### src/rtl/div_iterative_unit.sv
// Iterative radix-2 restoring divider for DIV/DIVU/REM/REMU, with shared op/state types.
// Define DIV_EARLY_EXIT_EN to skip the iteration loop for trivially resolved divisions.

package div_iterative_unit_pkg;

  // One-hot decoded operation word; only the divider ops matter here.
  typedef enum logic [52:0] {
    OP_NONE = 53'h0,
    ADD     = 53'h1,
    SUB     = 53'h1 << 1,
    MUL     = 53'h1 << 45,
    DIV     = 53'h1 << 49,
    DIVU    = 53'h1 << 50,
    REM     = 53'h1 << 51,
    REMU    = 53'h1 << 52
  } iType_e;

  typedef enum logic [1:0] {
    D_IDLE,
    D_INIT,
    D_CALC,
    D_SIGN
  } div_states_e;

endpackage

module div_iterative_unit
  import div_iterative_unit_pkg::*;
#(
  parameter int XLEN = 32
) (
  input  logic            clk,
  input  logic            reset_n,
  input  logic            start_i,
  input  logic            flush_i,
  input  logic [52:0]     operation_i,
  input  logic [XLEN-1:0] rs1_data_i,
  input  logic [XLEN-1:0] rs2_data_i,
  output logic            busy_o,
  output logic            done_o,
  output logic [XLEN-1:0] result_o
);

  localparam int CW = $clog2(XLEN);
  localparam logic [XLEN-1:0] MOST_NEG = {1'b1, {(XLEN-1){1'b0}}};
  localparam logic [XLEN-1:0] ALL_ONES = '1;

  div_states_e     state;
  logic [XLEN-1:0] dividend_q;
  logic [XLEN-1:0] divisor_q;
  logic [XLEN-1:0] divisor_mag_q;
  logic [XLEN-1:0] quot_q;
  logic [XLEN-1:0] rem_q;
  logic [CW-1:0]   count_q;
  logic            signed_q;
  logic            is_rem_q;
  logic            result_neg_q;
  logic            div_by_zero_q;
  logic            overflow_q;

  logic            is_div_op;
  logic            is_signed_op;
  logic            is_rem_op;
  logic [XLEN-1:0] dividend_abs;
  logic [XLEN-1:0] divisor_abs;
  logic            div_by_zero_now;
  logic            overflow_now;
  logic [XLEN:0]   rem_shift;
  logic [XLEN:0]   trial_diff;
  logic [XLEN-1:0] magnitude;
  logic [XLEN-1:0] final_value;

  assign is_signed_op = (operation_i == DIV) || (operation_i == REM);
  assign is_rem_op    = (operation_i == REM) || (operation_i == REMU);
  assign is_div_op    = is_signed_op || (operation_i == DIVU) || (operation_i == REMU);

  assign dividend_abs    = (signed_q && dividend_q[XLEN-1]) ? -dividend_q : dividend_q;
  assign divisor_abs     = (signed_q && divisor_q[XLEN-1])  ? -divisor_q  : divisor_q;
  assign div_by_zero_now = (divisor_q == '0);
  assign overflow_now    = signed_q && (dividend_q == MOST_NEG) && (divisor_q == ALL_ONES);

  // The 33-bit trial subtract: a clear MSB means the divisor fits into the partial remainder.
  assign rem_shift  = {rem_q, quot_q[XLEN-1]};
  assign trial_diff = rem_shift - {1'b0, divisor_mag_q};

  always_comb begin
    magnitude   = is_rem_q ? rem_q : quot_q;
    final_value = result_neg_q ? -magnitude : magnitude;
    if (div_by_zero_q) begin
      final_value = is_rem_q ? dividend_q : ALL_ONES;
    end else if (overflow_q) begin
      final_value = is_rem_q ? '0 : MOST_NEG;
    end
  end

  always_ff @(posedge clk) begin
    if (!reset_n) begin
      state         <= D_IDLE;
      busy_o        <= 1'b0;
      done_o        <= 1'b0;
      result_o      <= '0;
      dividend_q    <= '0;
      divisor_q     <= '0;
      divisor_mag_q <= '0;
      quot_q        <= '0;
      rem_q         <= '0;
      count_q       <= '0;
      signed_q      <= 1'b0;
      is_rem_q      <= 1'b0;
      result_neg_q  <= 1'b0;
      div_by_zero_q <= 1'b0;
      overflow_q    <= 1'b0;
    end else begin
      done_o <= 1'b0;
      unique case (state)
        D_IDLE: begin
          if (start_i && !flush_i && is_div_op) begin
            dividend_q   <= rs1_data_i;
            divisor_q    <= rs2_data_i;
            signed_q     <= is_signed_op;
            is_rem_q     <= is_rem_op;
            result_neg_q <= is_signed_op &&
                            (is_rem_op ? rs1_data_i[XLEN-1]
                                       : (rs1_data_i[XLEN-1] ^ rs2_data_i[XLEN-1]));
            state        <= D_INIT;
            busy_o       <= 1'b1;
          end
        end

        D_INIT: begin
          if (flush_i) begin
            state  <= D_IDLE;
            busy_o <= 1'b0;
          end else begin
            quot_q        <= dividend_abs;
            rem_q         <= '0;
            divisor_mag_q <= divisor_abs;
            count_q       <= CW'(XLEN - 1);
            div_by_zero_q <= div_by_zero_now;
            overflow_q    <= overflow_now;
`ifdef DIV_EARLY_EXIT_EN
            // Results already known: quotient 0 and remainder |rs1| recover rs1 after sign fix-up.
            if (div_by_zero_now || overflow_now || (dividend_abs < divisor_abs)) begin
              quot_q <= '0;
              rem_q  <= dividend_abs;
              state  <= D_SIGN;
            end else begin
              state  <= D_CALC;
            end
`else
            state <= D_CALC;
`endif
          end
        end

        D_CALC: begin
          if (flush_i) begin
            state  <= D_IDLE;
            busy_o <= 1'b0;
          end else begin
            if (!trial_diff[XLEN]) begin
              rem_q  <= trial_diff[XLEN-1:0];
              quot_q <= {quot_q[XLEN-2:0], 1'b1};
            end else begin
              rem_q  <= rem_shift[XLEN-1:0];
              quot_q <= {quot_q[XLEN-2:0], 1'b0};
            end
            if (count_q == '0) begin
              state <= D_SIGN;
            end else begin
              count_q <= count_q - 1'b1;
            end
          end
        end

        D_SIGN: begin
          state  <= D_IDLE;
          busy_o <= 1'b0;
          if (!flush_i) begin
            result_o <= final_value;
            done_o   <= 1'b1;
          end
        end

        default: begin
          state  <= D_IDLE;
          busy_o <= 1'b0;
        end
      endcase
    end
  end

endmodule

### config.mk
export PLATFORM = sky130hd
export DESIGN_NAME = div_iterative_unit
export DESIGN_NICKNAME = d
export VERILOG_FILES = /design/src/rtl/div_iterative_unit.sv
export SDC_FILE = /design/constraint.sdc
export NUM_CORES = 1
export LEC_CHECK = 0
export CAP_MARGIN = 30
export CORE_MARGIN = 2
export CORE_UTILIZATION = 55
export CTS_CLUSTER_DIAMETER = 200
export DETAILED_ROUTE_END_ITERATION = 8
export PLACE_DENSITY = 0.84
export SKIP_LAST_GASP = 1
export SYNTH_ARGS = -nofsm -noshare
export SYNTH_HDL_FRONTEND = slang
export SYNTH_SLANG_ARGS = --single-unit
### constraint.sdc
create_clock -name clk -period 3.95 [get_ports clk]
set_clock_uncertainty 0.2 [all_clocks]
set_input_delay 0.9875 -clock clk [delete_from_list [all_inputs] [get_ports clk]]
set_output_delay 0.9875 -clock clk [all_outputs]
set_load 0.02 [all_outputs]
==> impl_results.md <==
- Status: complete, no violations
- Top_reg_cell synth: dfxtp_1
- Unrepaired setup endpoints after global routing: no
- Inserted Clock Buffers: 23
- Worst slew pin tran: 1040 ps
- Critical path class: reg -> reg
- Core ar.: 22700 um^2
- Clk sink count: 206
- Leading area contributor after synthesis: dfxtp_1
- Worst Path Required: 4110 ps
- Largest stage delay on the critical path: 710 ps
- Antenna Cells: 0
- Setup TNS: 0 ps
- Final hold vios: 0
- Post-CTS resize count: 0
- DRT iter0 DRCs: 1362
- Post-Syn Nets: 1874
- MaxCap Viol Count: 0
- Antenna Nets Post-Route: 0
- Vias: 13085
- Cell area after synthesis: 12800 um^2
- Chip width: 156 um
- YS warnings: 0
- Final WS setup: 370 ps
- Maximum fanout along the worst path: 6
- VDD IR max: 271 uV
- GRT Residual Overflow: 0
- Final setup fails: 0
- CTS hold repair buffers: 0
- Synth Register Bits: 206
- Initial antenna violation count: 0
- Largest net degree at the start of global routing: 69
- Die ar.: 24400 um^2
- Layout area overhead: 20.1%
- Mapped Cells: 1709
- DP Worst Slack: 339 ps
- Worst-path cell chain: ha_1 > o211ai_1 > a21oi_1 > o21ai_0 > a31o_2 > a21oi_1 > nor2_1 > o311ai_0 > o21ai_0
- DR pass1 iterations: 5
- PwrDens: 287 nW/um^2
- Post-synth ARST share: 0
- GRT Util Overall: 0.320
- Clock root cell: clkbuf_16
- Clock transition at path regs: 60 ps
- Syn_area_per_cell: 7.46 um^2
- Final Wtd Congestion: 0.997
- Starting Density: 0.562
- HPWL after DPL: 29300 um
- Number of flops mapped to enable cells by yosys: 0
- Vias in the first global route: 12168
- Yosys cell types: 73
- Drt wl/cell: 18.8 um
- Die height: 156 um
- Max Fclk: 279 MHz
- CP max stage cell: o311ai_0
- Ratio of cells with drive above 1 in the final layout: 0.0612
- H-Tree Level Count: 1
- I/O Buffers: 154
- # rows: 55
- Total Wirelength: 39700 um
- Final Cycle Share: 0.906
- Max Slew Vio Count: 0
- HP Class: reg -> reg
- Crit path DAT: 3740 ps
- Top-count cell post-synth: nand2_1
- Tmin final: 3580 ps
- Clk buf depth: 3
- Rel. slew slack: 0.290
- Commonest cells post-synth: nand2_1, dfxtp_1, a21oi_1, o21ai_0, nor2_1
- Startpoint type of the worst setup path: flop
- Skew-Pair Late Insertion Delay: 510 ps
- Final #Nets: 1981
- Setup Buffers After CTS: 0
- Register area share after synthesis: 0.323
- Synth area leaders: dfxtp_1, nand2_1, a21oi_1
- Global-route wire length before repair: 63000 um
- Vias per cell: 6.19
- Leakage: 5.54 nW
- DRC violations left: 0
- Synth top area share: 0.323
- IO Pins: 155
- CTS tree: yes
- Worst Setup End Kind: flop
logic make-up (layout without fill, tap and decap cells):
family / Yosys count / in the layout / synth area share
AOI/OAI and AO/OA: 503 / 503 / 0.236
adders and majority gates: 44 / 44 / 0.0438
buffers and inverters: 170 / 291 / 0.0536
DFF: 206 / 206 / 0.323
xor gates and xnor gates: 114 / 114 / 0.0783
and+or+nand+nor: 613 / 613 / 0.218
muxes: 59 / 59 / 0.0470
cell usage in the layout (no fill, tap or decap), types with 8 or more instances in the layout:
master,Yosys,layout
nand2_1,316,315
buf_4,2,36
nor3_1,40,40
inv_1,58,57
a31oi_1,29,29
nand3_1,21,21
or4_1,8,8
a211oi_1,29,29
o31ai_1,18,18
o211ai_1,15,15
dfxtp_1,206,205
clkbuf_16,0,23
mux2i_1,52,52
nand4_1,21,21
o21ai_0,151,151
xnor2_1,69,68
a21o_1,18,18
nor4_1,23,23
a311oi_1,11,11
xor2_1,45,45
ha_1,43,42
clkdlybuf4s50_1,0,154
or3_1,9,9
o221ai_1,9,9
nand2b_1,13,13
nor2_1,112,111
a21oi_1,173,173
sequential cells by signal (all words and copies together) (netlist names), 2 cells and up:
name and cells:
dividend_q 32, divisor_mag_q 32, divisor_q 32, quot_q 32, rem_q 32, result_o 32, count_q 5, state 2
cell type report:
type,count,area [um^2]
clock buffers,30,642
clock inverters,9,100
fillers,1875,7400
inverters,58,220
multi-input cells,1333,7980
flip-flops and latches,206,4130
well taps,285,357
repair buffers,194,1890
power by group:
group                     switching (W)  total [W]  internal, W
registers      0.0000000000000000000647    0.00208      0.00208
logic                         0.0000641   0.000177     0.000113
clock network                  0.000873    0.00214      0.00127
total                          0.000938    0.00440      0.00346
final timing paths:
path,from,end,slack (ps),cells after the start
setup / recovery,rem_q[1]$_SDFFE_PN0P_,rem_q[29]$_SDFFE_PN0P_,370,9
hold / removal,result_o[0]$_SDFFE_PN0P_,result_o[0]$_SDFFE_PN0P_,260,2
setup reg to reg,rem_q[1]$_SDFFE_PN0P_,rem_q[29]$_SDFFE_PN0P_,370,9
hold reg to reg,result_o[0]$_SDFFE_PN0P_,result_o[0]$_SDFFE_PN0P_,260,2
routing by layer:
metal	up-vias	track usage	routed length [um]
met3	110	0.0631	3970
li1	6267	-	-
met1	6001	0.437	16800
met4	0	0.114	1660
met5	-	0	0
met2	707	0.504	17300
metrics by stage:
| step | area (um^2) | hold WS [ps] | util | power (W) | std cells |
|---|---|---|---|---|---|
| after floorplan | 12800 | 236 | - | 0.00216 | 1709 |
| after global placement | 14600 | 244 | 0.642 | 0.00230 | 2076 |
| after detailed placement | 14600 | 256 | 0.642 | 0.00230 | 2076 |
| after CTS | 15300 | 264 | 0.674 | 0.00441 | 2115 |
| after global routing | 15300 | 285 | 0.674 | 0.00451 | 2115 |
| final | 15300 | 264 | 0.674 | 0.00440 | 2115 |
worst max-delay path, delay by kind of cell (launching register included):
family	cells	cell delay, ps
simple gates	1	190
fa+ha+maj	1	400
flops	1	390
compound gates	7	2250
No activity file was read; power rests on OpenSTA's default activity.
